$ cat config.mk
export PLATFORM = sky130hd
export DESIGN_NAME = interpreter
export DESIGN_NICKNAME = d
export VERILOG_FILES = /design/src/rtl/interpreter_pkg.sv /design/src/rtl/interpreter_mac.sv /design/src/rtl/interpreter.sv
export SDC_FILE = /design/constraint.sdc
export NUM_CORES = 1
export LEC_CHECK = 0
export CAP_MARGIN = 30
export CORE_MARGIN = 2
export CORE_UTILIZATION = 35
export CTS_CLUSTER_DIAMETER = 60
export DETAILED_ROUTE_END_ITERATION = 12
export SETUP_SLACK_MARGIN = 0.4
export SLEW_MARGIN = 20
export SYNTH_ARGS = -nofsm -noshare
export SYNTH_HDL_FRONTEND = slang
export SYNTH_HIERARCHICAL = 1
export SYNTH_SLANG_ARGS = --single-unit
$ cat constraint.sdc
create_clock -name iClk -period 5.4 [get_ports iClk]
set_input_delay 0.54 -clock iClk [delete_from_list [all_inputs] [get_ports iClk]]
set_output_delay 0.54 -clock iClk [all_outputs]
set_load 0.05 [all_outputs]
$ cat src/rtl/interpreter_pkg.sv
// Shared ESN definitions: FSM encoding, default widths and the signed
// saturation helper used by both the readout and the reservoir.
`timescale 1ns/1ps
package interpreter_pkg;

    localparam int DEF_DW = 8;
    localparam int DEF_WW = 8;
    localparam int DEF_OW = 16;

    typedef enum logic [4:0] {
        S_IDLE  = 5'b00001,
        S_RUN   = 5'b00010,
        S_DRAIN = 5'b00100,
        S_DONE  = 5'b01000,
        S_REARM = 5'b10000
    } state_e;

    // Clamp v to the range of a w-bit signed number (w <= 63).
    function automatic logic signed [63:0] sat_s(input logic signed [63:0] v,
                                                 input int unsigned w);
        logic signed [63:0] hi;
        logic signed [63:0] lo;
        hi = (64'sd1 <<< (w - 1)) - 64'sd1;
        lo = -(64'sd1 <<< (w - 1));
        if (v > hi) return hi;
        if (v < lo) return lo;
        return v;
    endfunction

endpackage

$ cat src/rtl/interpreter_mac.sv
// Signed multiply-accumulate register with synchronous clear and valid enable;
// exposes the next-state value so the caller can use the final sum on its last edge.
`timescale 1ns/1ps
module interpreter_mac #(
    parameter int DW = 8,
    parameter int WW = 8,
    parameter int AW = 20
) (
    input  logic                 clk_i,
    input  logic                 rst_ni,
    input  logic                 clr_i,
    input  logic                 vld_i,
    input  logic signed [DW-1:0] state_i,
    input  logic signed [WW-1:0] weight_i,
    output logic signed [AW-1:0] acc_next_o
);

    localparam int PW = DW + WW;

    logic signed [PW-1:0] prod;
    logic signed [AW-1:0] acc_q;
    logic signed [AW-1:0] acc_d;

    always_comb begin
        prod  = PW'(state_i) * PW'(weight_i);
        acc_d = vld_i ? acc_q + AW'(prod) : acc_q;
    end

    always_ff @(posedge clk_i or negedge rst_ni) begin
        if (!rst_ni)    acc_q <= '0;
        else if (clr_i) acc_q <= '0;
        else            acc_q <= acc_d;
    end

    assign acc_next_o = acc_d;

endmodule

$ cat src/rtl/interpreter.sv
// ESN readout: on enable, streams N state/weight pairs through the MAC,
// then emits a shifted, saturated result with a one-cycle ready pulse.
`timescale 1ns/1ps
module interpreter
    import interpreter_pkg::*;
#(
    parameter  int N     = 16,
    parameter  int DW    = DEF_DW,
    parameter  int WW    = DEF_WW,
    parameter  int SHIFT = 0,
    parameter  int OW    = DEF_OW,
    localparam int AW    = DW + WW + $clog2(N),
    localparam int AddrW = $clog2(N)
) (
    input  logic                 iClk,
    input  logic                 iRst_n,
    input  logic                 iEn,
    output logic [AddrW-1:0]     oAddr,
    input  logic signed [DW-1:0] iState,
    input  logic signed [WW-1:0] iWeight,
    output logic signed [OW-1:0] oY,
    output logic                 oRdy
);

    state_e              state_q;
    logic [AddrW-1:0]    addr_q;
    logic                iss_q;
    logic                vld_q;
    logic                armed_q;
    logic signed [OW-1:0] y_q;
    logic                rdy_q;
    logic                clr;
    logic signed [AW-1:0] acc_next;

    assign clr = (state_q == S_IDLE) && iEn && armed_q;

    interpreter_mac #(
        .DW(DW),
        .WW(WW),
        .AW(AW)
    ) u_mac (
        .clk_i      (iClk),
        .rst_ni     (iRst_n),
        .clr_i      (clr),
        .vld_i      (vld_q),
        .state_i    (iState),
        .weight_i   (iWeight),
        .acc_next_o (acc_next)
    );

    // iss_q marks oAddr as a live read; the first RUN cycle only sets it,
    // so address k is presented during the cycle after edge E0+k+1.
    always_ff @(posedge iClk or negedge iRst_n) begin
        if (!iRst_n) begin
            state_q <= S_IDLE;
            addr_q  <= '0;
            iss_q   <= 1'b0;
            vld_q   <= 1'b0;
            armed_q <= 1'b1;
            y_q     <= '0;
            rdy_q   <= 1'b0;
        end else begin
            vld_q <= (state_q == S_RUN) && iss_q;
            rdy_q <= 1'b0;
            unique case (state_q)
                S_IDLE: begin
                    if (iEn && armed_q) begin
                        state_q <= S_RUN;
                        addr_q  <= '0;
                        iss_q   <= 1'b0;
                    end
                end
                S_RUN: begin
                    if (!iss_q) begin
                        iss_q <= 1'b1;
                    end else if (addr_q == AddrW'(N - 1)) begin
                        state_q <= S_DRAIN;
                        iss_q   <= 1'b0;
                        addr_q  <= '0;
                    end else begin
                        addr_q <= addr_q + AddrW'(1);
                    end
                end
                S_DRAIN: begin
                    // Last product lands on this edge, so use the MAC's next value.
                    state_q <= S_DONE;
                    y_q     <= OW'(sat_s(64'(acc_next >>> SHIFT), OW));
                    rdy_q   <= 1'b1;
                end
                S_DONE: begin
                    armed_q <= 1'b0;
                    state_q <= S_REARM;
                end
                S_REARM: begin
                    if (!iEn) begin
                        armed_q <= 1'b1;
                        state_q <= S_IDLE;
                    end
                end
                default: state_q <= S_IDLE;
            endcase
        end
    end

    assign oAddr = addr_q;
    assign oY    = y_q;
    assign oRdy  = rdy_q;

endmodule
---- Word-level counts from Yosys, hierarchy flattened ----
Cells that the tools add are included.
word-level totals
  register bits after elaboration ......... 49
  bits in latches ......................... 0
  RAM bits ................................ 0
  memory bits (read-only) ................. 0
  input bits .............................. 19
  output and inout port bits .............. 21
  logic and storage cells ................. 60
  memories kept ........................... 0
cells by class
  add/sub/neg operators ................... 2
  multipliers ............................. 1
  divide/modulo/power cells ............... 0
  $lt $le $gt $ge ......................... 2
  eq/ne operators ......................... 10
  shift operators ......................... 0
  multiplexer cells ....................... 27
  bitwise gates (word level) .............. 0
  reduce and logical (&&, ||, !) cells .... 10
operators with widths
  kind                  count
  $mux 16               4
  $mux 20               2
  $pmux 5 s5            1
  $add 20x16->20        1
  $gt 20x16->1 const B  1
  $lt 20x16->1 const B  1
  $mux 5                4
  $mul 8x8->16          1
  $mux 4                3
  $mux 1                10
  $pmux 4 s2            1
  $eq 5x1->1 const B    1
  $eq 5x2->1 const B    1
  $eq 5x3->1 const B    1
  $eq 5x4->1 const B    1
  $eq 5x5->1 const B    1
  $add 4x1->4 const B   1
  $eq 4x4->1 const B    1
  $logic_and 1x1->1     4
  $ne 2x1->1 const B    2
  $ne 2x2->1 const B    2
  $pmux 1 s2            2
  $reduce_and 2->1      2
  $reduce_and 4->1      1
  other kinds (2)       3

---- Logic depth before layout (Yosys ltp) ----
Gate-level depths: netlist of run 1.
  depth in word-level cells ............... 10
  mapped depth ............................ 24
  depth with buffers taken out ............ 22

---- Modules after synthesis ----
Netlist of run 1, hierarchy kept.
modules (own cells, without submodules)
  module           times used  cells each  area each (um^2)  seq. area each (um^2)
  interpreter_mac  1           488         4,578.1           500.5
  interpreter      1           135         1,277.5           728.2

---- Worst setup path after synthesis of run 1 ----
OpenSTA, ideal clock, no wires.
  path kind ............................... input-to-reg
  start ................................... input iWeight[0]
  end ..................................... register y_q[5], in the netlist oY[5]
  library setup time ...................... 0.083 ns
  data arrival time ....................... 6.091 ns
  data required time ...................... 5.317 ns
  path slack .............................. -0.773 ns
  cell stages on the path ................. 19
  buffers on the path ..................... 1
  path through ............................ and2_1 inv_1 fa_1 inv_1 fa_1 fa_1 fa_1 fa_1 ha_1 a21o_1 a21oi_4 a211oi_2 or4_1 a211oi_1 o31ai_1 nor2_1 clkbuf_1 nor2_1 o21ai_0
between the ends
  word-level cells in the longest chain between the ends .. 9
  elaborated cells on any way between the ends .. 13
  those cells by class .................... 1 x add/sub; 1 x mul; 2 x order compare; 9 x mux
ends and longest elaborated chain
  element               RTL line               text
  from (decl)           interpreter.sv:20      input logic signed [WW-1:0] iWeight,
  $mul 8x8->16 *        interpreter_mac.sv:25  prod = PW'(state_i) * PW'(weight_i);
  $add 20x16->20 *      interpreter_mac.sv:26  acc_d = vld_i ? acc_q + AW'(prod) : acc_q;
  $mux 20 *             interpreter_mac.sv:26
  via acc_next[19]      interpreter.sv:33      logic signed [AW-1:0] acc_next;
  $lt 20x16->1          interpreter_pkg.sv:26  if (v < lo) return lo;
  $mux 1 (2 in a row)   interpreter_pkg.sv:26
  $mux 1                interpreter.sv:65      unique case (state_q)
  $mux 16               interpreter_pkg.sv:27  return v;
  $mux 16 *             interpreter_pkg.sv:26
  to (signal assigned)  interpreter.sv:87      y_q <= OW'(sat_s(64'(acc_next >>> SHIFT), OW));
  to (decl)             interpreter.sv:30      logic signed [OW-1:0] y_q;
Mark *: on every way through the listed nets, which the timed path passes. The rest lies on a longest branch. The select of a mux whose other input is x is not followed.
A chain may end at the register's enable or synchronous reset.

---- Final worst setup path of run 1 ----
  start ................................... input iState[7]
  end ..................................... register y_q[0], in the netlist oY[0]
between the ends
  word-level cells in the longest chain between the ends .. 9
  elaborated cells on any way between the ends .. 13
  those cells by class .................... 1 x add/sub; 1 x mul; 2 x order compare; 9 x mux
ends and longest elaborated chain
  element              RTL line               text
  from (decl)          interpreter.sv:19      input logic signed [DW-1:0] iState,
  $mul 8x8->16 *       interpreter_mac.sv:25
  $add 20x16->20 *     interpreter_mac.sv:26
  $mux 20 *            interpreter_mac.sv:26
  via acc_next[17]     interpreter.sv:33
  $lt 20x16->1         interpreter_pkg.sv:26
  $mux 1 (2 in a row)  interpreter_pkg.sv:26
  $mux 1               interpreter.sv:65
  $mux 16              interpreter_pkg.sv:27
  $mux 16 *            interpreter_pkg.sv:26
Marked as above.

==> metrics, run 1 <==
clk slew on worst S/H paths 0.07 ns; CP Launch Type input port; first-pass GRT wire length 25100 um; cell mode on critical path fa_1; net count after synthesis 777; clk buf depth 2; Final Slew Violations 0; ANT cells 0; via-per-instance ratio 4.81; initial antenna violation count 0; Crit Path Max Fanout 8; cts bufs inserted 5; Clock Latency Late Sink 0.29 ns; Yosys cell types 57; Worst EP arrival about 5.6 ns; depth of the CTS H-tree 2; CP Class input port to register; GRT overflow 0; Clock Skew roughly 0.0047 ns; failing checks setup timing; CP bufs+invs 5; pin count of the biggest net entering global routing 30; Hold WS 0.265 ns; MaxCap Viol Count 0; Vert. Die Dim ~130 um; Place WS -0.906 ns; Synth Area in Compound Gates between 10% and 20%; Post-Layout Cell Count 982; number of port buffers 39; Via Count about 4700; HPWL Detailed 11300 um; post-synthesis sequential area ratio 21.0%; vias in the first global route 5194; Warnings, synthesis 6; area grow syn2layout 36.2%; cells after synthesis roughly 620; Tmin final 5.43 ns; CTS root buffer clkbuf_16; # placed instances 949; Adder-Cell Fraction of Synth Area 40.1%; I/O pin count 40; period utilization 101%; slew of the pin with the lowest slew margin between 0.7 and 0.8 ns; initial core utilization 35.6%; synthesized flop and latch total 49; CTS tree done; TNS Setup -0.146 ns; worst-path cell with the longest stage delay fa_1; 1st-iter DRT viols 207; DRC viols 0; Synth Area in Simple Gates 17.6%; min setup slack post-route -0.0285 ns; area of the mapped netlist 0.00586 mm2; post-synthesis xor/xnor area fraction between 2 and 2.5%; Top FF cell, synth dfrtp_1; CORE AREA between 0.015 and 0.02 mm2; RSZ-0062 raised after global routing yes; Post-synth EDFFs 0; CTS sink cnt 49; DIE AREA 0.0178 mm2; all-layer global routing usage 17.2%; CP top delay family adder cells; Final Hold Fails 0; delay of the slowest critical-path stage 0.58 ns; status complete, but fails checks; largest family of logic cells by synthesized area adder cells; multiplexer share of the synthesized area 1.28%; critical path data required time around 5.6 ns; Syn Area/Cell ~9.4 um2; drt wl/cell roughly 15 um; die width 133 um; Hold Path Class input port to async pin; share of cells above drive strength 1 30.1%; post-synthesis async set-or-reset flop share 100%; Worst Setup End Kind register; Row Count 47; drt pass-1 iters 5; critical path, cell by cell buf_8 -> and2_4 -> inv_2 -> fa_1 -> inv_2 -> fa_1 -> fa_1 -> fa_1 -> fa_2 -> ha_4 -> a21o_1 -> a21oi_4 -> a211oi_4 -> o31ai_2 -> mux2i_1 -> nand2_1 -> nor4_4 -> nor2_2 -> buf_4 -> buf_12 -> nor2_4 -> o21ai_2; Final ANT Viol Nets 0; GP Congestion 0.887; final WL ~15000 um; endpoints failing setup 10; Max Fclk 184 MHz; Rel. slew slack between 50% and 60%; Final nets 915
[flip-flops by register name, indices dropped and copies added, names as in the netlist]
register / count
armed_q: 1
iss_q: 1
oAddr: 4
oRdy: 1
oY: 16
state_q: 5
u_mac/acc_q: 20
vld_q: 1
[through the flow]
step,instance area (um2),utilization [%]
floorplan,5930,-
global placement,7100,43.1
detailed placement,7120,43.3
CTS,7630,46.4
global route,7980,48.4
finish,7980,48.4
[worst reg2reg max path: stages (launching register included)]
cell	delay (ns)
dfrtp_1	0.32
inv_1	0.06
fa_1	0.53
inv_1	0.06
fa_1	0.46
ha_1	0.29
inv_1	0.05
fa_1	0.54
inv_1	0.04
ha_1	0.27
ha_1	0.16
inv_1	0.06
fa_1	0.38
nand2b_4	0.17
a21oi_2	0.22
o31ai_4	0.10
o31ai_2	0.31
a211o_1	0.20
nand3_1	0.15
nor4_4	0.30
nor2_2	0.08
buf_4	0.15
buf_12	0.14
nor2_4	0.11
o21ai_2	0.05
[timing repair]
action,in CTS,in global routing
setup buffers,19,2
endpoints found under the setup margin,26,21
pin swaps,40,50
cloned,2,0
resized for setup,119,59
hold buffers,0,0
[metal layers]
metal  vias up  part of all wire (%)  track usage, %
li1       2264                     -               -
met1      2352                    43            22.8
met2        89                    53            30.0
met3        21                   2.5            1.83
met4         0                   1.7            4.61
met5         -                     0               0
[placed cells by master (no fill, tap or decap), types with 7 or more instances in the layout]
master | synthesis | layout
buf_2 | 2 | 7
nor2_2 | 1 | 11
a21oi_1 | 22 | 17
o21ai_2 | 0 | 7
and2_1 | 33 | 30
nor3_1 | 8 | 8
ha_4 | 0 | 17
dfrtp_1 | 47 | 47
o21ai_0 | 26 | 15
buf_4 | 0 | 97
fa_1 | 88 | 83
inv_1 | 101 | 97
buf_6 | 1 | 7
nand3_1 | 8 | 7
ha_1 | 47 | 29
nor2_4 | 0 | 8
clkdlybuf4s50_1 | 0 | 22
nor2b_1 | 12 | 12
nand2_1 | 70 | 64
o21ai_1 | 7 | 11
xnor2_1 | 8 | 7
nor2_1 | 44 | 26
[final timing paths]
| kind | start | to | slack, ns | depth (start not counted) |
|---|---|---|---|---|
| hold / removal | iRst_n | oY[1] | 0.26 | 1 |
| setup / recovery | iState[7] | oY[0] | -0.03 | 22 |
| max in group asynchronous | iRst_n | state_q[0] | 4.50 | 2 |
| hold reg to reg | oY[15] | oY[15] | 0.48 | 2 |
| min in group iClk | oY[15] | oY[15] | 0.48 | 2 |
| setup reg to reg | u_mac/acc_q[4] | oY[0] | 0.09 | 24 |
[synth_stat cells, types with 5 or more instances]
cell      count  area, um2
xnor2_1       8       70.1
clkbuf_1     10       37.5
o21ai_0      26        130
nand2b_1      6       37.5
nor3_1        8       40.0
nand2_1      70        263
nor2_1       44        165
ha_1         47        588
a21oi_1      22        110
dfrtp_1      47       1180
and2_1       33        206
inv_1       101        379
nand3_1       8       40.0
o31ai_1       5       37.5
a21o_1        6       45.0
fa_1         88       1760
and3_1        5       31.3
o21ai_1       7       35.0
nor2b_1      12       75.1
[cell families after synthesis]
| kind of cell | after synthesis |
|---|---|
| muxes | 7 |
| AOI/OAI and AO/OA | 93 |
| DFF | 49 |
| buffers and inverters | 119 |
| and+or+nand+nor | 208 |
| adders and majority gates | 135 |
| xor gates and xnor gates | 12 |
[final cells by class]
type	instances	area, um2
Timing Repair Buffer	144	1220
Tap cell	220	275
Inverter	105	399
Clock buffer	6	129
Sequential cell	49	1230
Clock inverter	2	38.8
Fill cell	1549	8490
Multi-Input combinational cell	456	4680
Power of run 1 is not shown: default switching activity piles up to over one toggle a cycle in this logic, so the estimate is an artifact.
==> run 2: changes to the inputs <==
Settings changed: GPL_TIMING_DRIVEN set to 0.
==> run 2 against run 1 <==
The flow still finishes with violations (setup timing). Non-clock buffer count is 64 lower. Wire length is 11% lower. Die area stayed put. Critical path depth is 1 lower. Utilization is 4.4 points lower. Critical endpoint is now oY[8]. Design area is 9.1% lower.
==> metrics, run 2 (synthesis results as in run 1) <==
DIE AREA 0.0178 mm2; cts bufs inserted 5; MaxCap Viol Count 0; all-layer global routing usage 15.4%; CTS root buffer clkbuf_16; 1st-iter DRT viols 142; reg2reg start u_mac/acc_q[6]; CP bufs+invs 5; Vert. Die Dim 133 um; CP Launch Type input port; hold_buf cts 0; I/O pin count 40; initial antenna violation count 0; share of cells above drive strength 1 18.2%; GRT overflow 0; drt wl/cell 14.4 um; endpoints failing setup 8; slew of the pin with the lowest slew margin 0.645 ns; DRC viols 0; Final ANT Viol Nets 0; Clock Latency Late Sink 0.29 ns; CP Class input port to register; via-per-instance ratio 4.85; critical path, cell by cell buf_12 -> and2_4 -> inv_2 -> fa_1 -> inv_2 -> fa_1 -> fa_1 -> fa_1 -> fa_1 -> ha_4 -> a21o_1 -> a21oi_4 -> a211oi_4 -> or4_4 -> a211oi_2 -> o31ai_2 -> buf_4 -> nor2_4 -> clkbuf_8 -> nor2_1 -> o21ai_1; delay of the slowest critical-path stage 0.57 ns; most common cell after layout, fill and taps aside inv_1; Final Slew Violations 0; initial core utilization 35.6%; Tmin final 5.42 ns; die width between 100 and 150 um; RSZ-0062 raised after global routing yes; clk buf depth 2; Rel. slew slack a little under three fifths; depth of the CTS H-tree 2; CTS tree done; number of port buffers 38; status complete, but fails checks; area grow syn2layout 23.8%; TNS Setup -0.111 ns; period utilization 100%; Top reg by flops u_mac/acc_q; beginning of the critical path iState[7]; Worst Setup End Kind register; CORE AREA 0.0165 mm2; Via Count 4450; min setup slack post-route -0.0237 ns; critical path data required time 5.62 ns; Final Hold Fails 0; pin count of the biggest net entering global routing 33; CTS sink cnt 49; Final nets 850; Clock Skew roughly 0.0049 ns; final WL between 10000 and 15000 um; first-pass GRT wire length roughly 23000 um; commonest non-fill, non-tap cells in the layout inv_1 (98), fa_1 (85), nand2_1 (65), dfrtp_1 (47); Worst EP arrival 5.64 ns; vias in the first global route 4653; cell mode on critical path fa_1; Hold Path Class input port to async pin; CP top delay family adder cells; ANT cells 0; HPWL Detailed 10600 um; Hold WS 0.182 ns; failing checks setup timing; Row Count 47; worst-path cell with the longest stage delay fa_1; clk slew on worst S/H paths roughly 0.07 ns; Max Fclk about 180 MHz; GP Congestion roughly 0.85; max reg flops 20; drt pass-1 iters 4; Crit Path Max Fanout 6
==> run 2: cell count changes in the layout (fill, tap and decap cells not counted), moves of 3 or more <==
cell,change
buf_2,-4
buf_4,-66
clkbuf_1,+5
clkbuf_8,+3
ha_1,+9
ha_4,-10
nor2_1,+12
nor2_2,-8
nor2_4,-4
==> run 2: what timing repair did <==
action                     in CTS  in global routing
pin swaps                      18                 23
hold endpoints to repair        0                  0
resized for setup             118                 44
cloned                          1                  0
setup endpoints to repair      28                 18
buffers inserted               13                 13
==> run 2: through the flow <==
stage	instances	cell area, um2	utilization, %	setup WS (ns)
after global placement	881	6590	40.0	-1.29
after detailed placement	882	6600	40.1	-1.29
after global routing	917	7250	44.0	-0.210
final	917	7250	44.0	-0.0237
after floorplan	623	5930	-	0.00239
after CTS	904	6990	42.4	-0.0396
==> run 2: worst reg2reg max path: stages, from the launching register on <==
cell      delay [ns]
dfrtp_1         0.32
inv_1           0.07
fa_1            0.53
inv_1           0.05
fa_1            0.50
inv_1           0.05
fa_1            0.48
inv_1           0.06
fa_2            0.39
fa_1            0.55
ha_4            0.22
a21o_1          0.20
a21oi_4         0.19
a211oi_4        0.12
or4_4           0.51
a211oi_2        0.23
o31ai_2         0.10
buf_4           0.15
nor2_4          0.16
clkbuf_8        0.17
nor2_1          0.04
o21ai_1         0.11
==> run 2: final cells by class <==
cell class	instances	area, um2
Inverter	105	399
Clock inverter	3	25.0
Fill cell	1592	9220
Timing Repair Buffer	66	619
Buffer	14	106
Clock buffer	5	125
Multi-Input combinational cell	455	4470
Tap cell	220	275
Sequential cell	49	1230
==> run 2: layer usage <==
metal	part of all wire [%]	routed length, um	up-vias	GRT usage (%)
li1	-	-	2138	-
met1	46	6050	2231	21.6
met2	50	6600	70	25.9
met3	2.9	380	11	1.52
met4	1.3	167	0	3.61
met5	0	0	-	0
==> run 2: path summary, 6_finish.rpt <==
path | endpoint | slack (ns) | cells after the start
setup / recovery | oY[8] | -0.02 | 21
hold / removal | state_q[1] | 0.18 | 1
setup reg to reg | oY[8] | 0.11 | 21
hold reg to reg | oY[0] | 0.48 | 2
max in group asynchronous | oY[2] | 4.70 | 2
min in group iClk | oY[0] | 0.48 | 2
Power of run 2 is left out for the same reason.
==> run 3: changes to the inputs <==
Settings changed: CORE_UTILIZATION 35 to 55, PLACE_DENSITY set to 0.78.
==> run 3 against run 2 <==
The flow still finishes with violations (setup timing). First-iteration DRC count rose by 94%. Clock skew rose by 0.013 ns. Global-route usage rose by 11 points. Design area fell by 1.1%. Setup slack improved by 0.012 ns. Non-clock buffer count fell by 7. Critical path depth rose by 1. Critical path type unchanged. Highest routed layer unchanged.
==> metrics, run 3 (synthesis results as in run 1) <==
critical path data required time 5.61 ns; status complete, but fails checks; Tmin final 5.41 ns; CP Class input port to register; failing checks setup timing; all-layer global routing usage 26.0%; Post-Layout Cell Count a little over 800; CORE AREA between 0.01 and 0.015 mm2; share of cells above drive strength 1 20.3%; GRT overflow 0; CP top delay family adder cells; Final Hold Fails 0; final WL 14300 um; min setup slack post-route -0.0118 ns; Clock Latency Late Sink 0.33 ns; period utilization 100%; Top reg by flops u_mac/acc_q; DIE AREA 0.0115 mm2; delay of the slowest critical-path stage 0.59 ns; critical path depth 22; area grow syn2layout 22.4%; vias in the first global route 5113; FILL cells 784; GP Congestion 0.912; Crit Path Max Fanout 12; Max Fclk 185 MHz; Hold Path Class input port to async pin; first-pass GRT wire length 23900 um; I/O pin count 40; depth of the CTS H-tree 2; area of the multi-input gates 0.00460 mm2; CTS root buffer clkbuf_8; cts bufs inserted 5; Rel. slew slack 55.4%; commonest non-fill, non-tap cells in the layout inv_1 (99), fa_1 (82), nand2_1 (65), dfrtp_1 (47), ha_1 (35); CP Launch Type input port; max reg flops 20; HPWL Detailed 10500 um; drt pass-1 iters 4; RSZ-0062 raised after global routing yes; slew of the pin with the lowest slew margin 0.669 ns; Via Count 4635; 1st-iter DRT viols 275; Final nets 843; Vert. Die Dim about 110 um; Worst EP arrival roughly 5.6 ns; DRC viols 0; drt wl/cell 17.4 um; number of port buffers 38; worst r2r path cells 23; worst-path cell with the longest stage delay fa_1; critical path, cell by cell buf_12 -> and2_4 -> buf_12 -> fa_1 -> inv_1 -> fa_1 -> inv_1 -> fa_1 -> fa_1 -> ha_4 -> ha_4 -> a21o_1 -> a21oi_2 -> nor3b_2 -> o31ai_2 -> mux2i_1 -> nand2_1 -> nor4_4 -> nor2_4 -> clkbuf_8 -> nor2_4 -> o21ai_2; CTS sink cnt a little under 50; Final ANT Viol Nets 0; Worst Setup End Kind register; MaxCap Viol Count 0; Row Count 37; via-per-instance ratio 5.61; Reg area 0.00123 mm2; Clock Skew 0.0181 ns; hold_buf cts 0; CTS tree done; initial antenna violation count 0; endpoints failing setup 1; Final Slew Violations 0; most common cell after layout, fill and taps aside inv_1; CP bufs+invs 5; pin count of the biggest net entering global routing 27; cell mode on critical path fa_1; ANT cells 0; initial core utilization 56.7%; clk slew on worst S/H paths 0.11 ns; # placed instances around 800; die width 107 um; clk buf depth 2
## run 3: metrics by stage
step           area (um2)  TNS, ns  util, %  setup WS [ns]  hold WS [ns]
6_report             7160  -0.0118     69.4        -0.0118         0.231
5_1_grt              7160    -2.92     69.4         -0.219         0.285
4_1_cts              6860        0     66.4         0.0357         0.261
3_5_place_dp         6510   -21.48     63.0          -1.24         0.470
3_3_place_gp         6480   -20.27     62.8          -1.21         0.475
2_1_floorplan        5930        0        -        0.00239         0.244
## run 3: worst paths after layout
kind | start | to | slack [ns]
min reg2reg | oY[4] | oY[4] | 0.51
max | iWeight[0] | oY[12] | -0.01
min | iRst_n | oY[13] | 0.23
max in group asynchronous | iRst_n | armed_q | 4.54
max reg2reg | u_mac/acc_q[4] | oY[12] | 0.06
min in group iClk | oY[4] | oY[4] | 0.51
## run 3: routing by layer
layer / global-route usage (%) / up-vias / part of all wire [%]
met4: 6.86 / 0 / 2.3
met5: 0 / - / 0
met3: 3.04 / 34 / 3.9
li1: - / 2118 / -
met1: 32.3 / 2342 / 39
met2: 47.9 / 141 / 55
## run 3: repair_timing
item | in CTS | in global routing
resized for setup | 118 | 65
buffers inserted | 14 | 5
pin swaps | 23 | 31
setup endpoints to repair | 28 | 18
endpoints found under the hold margin | 0 | 0
gates cloned | 1 | 0
## run 3: area by class of cell
type / count / area share [%]
clock inverters: 3 / 0.402
multi-input cells: 455 / 64.2
clock buffers: 5 / 0.961
repair buffers: 59 / 7.89
flip-flops and latches: 49 / 17.1
inverters: 105 / 5.57
well taps: 136 / 2.38
plain buffers: 14 / 1.47
Power of run 3 is left out for the same reason.
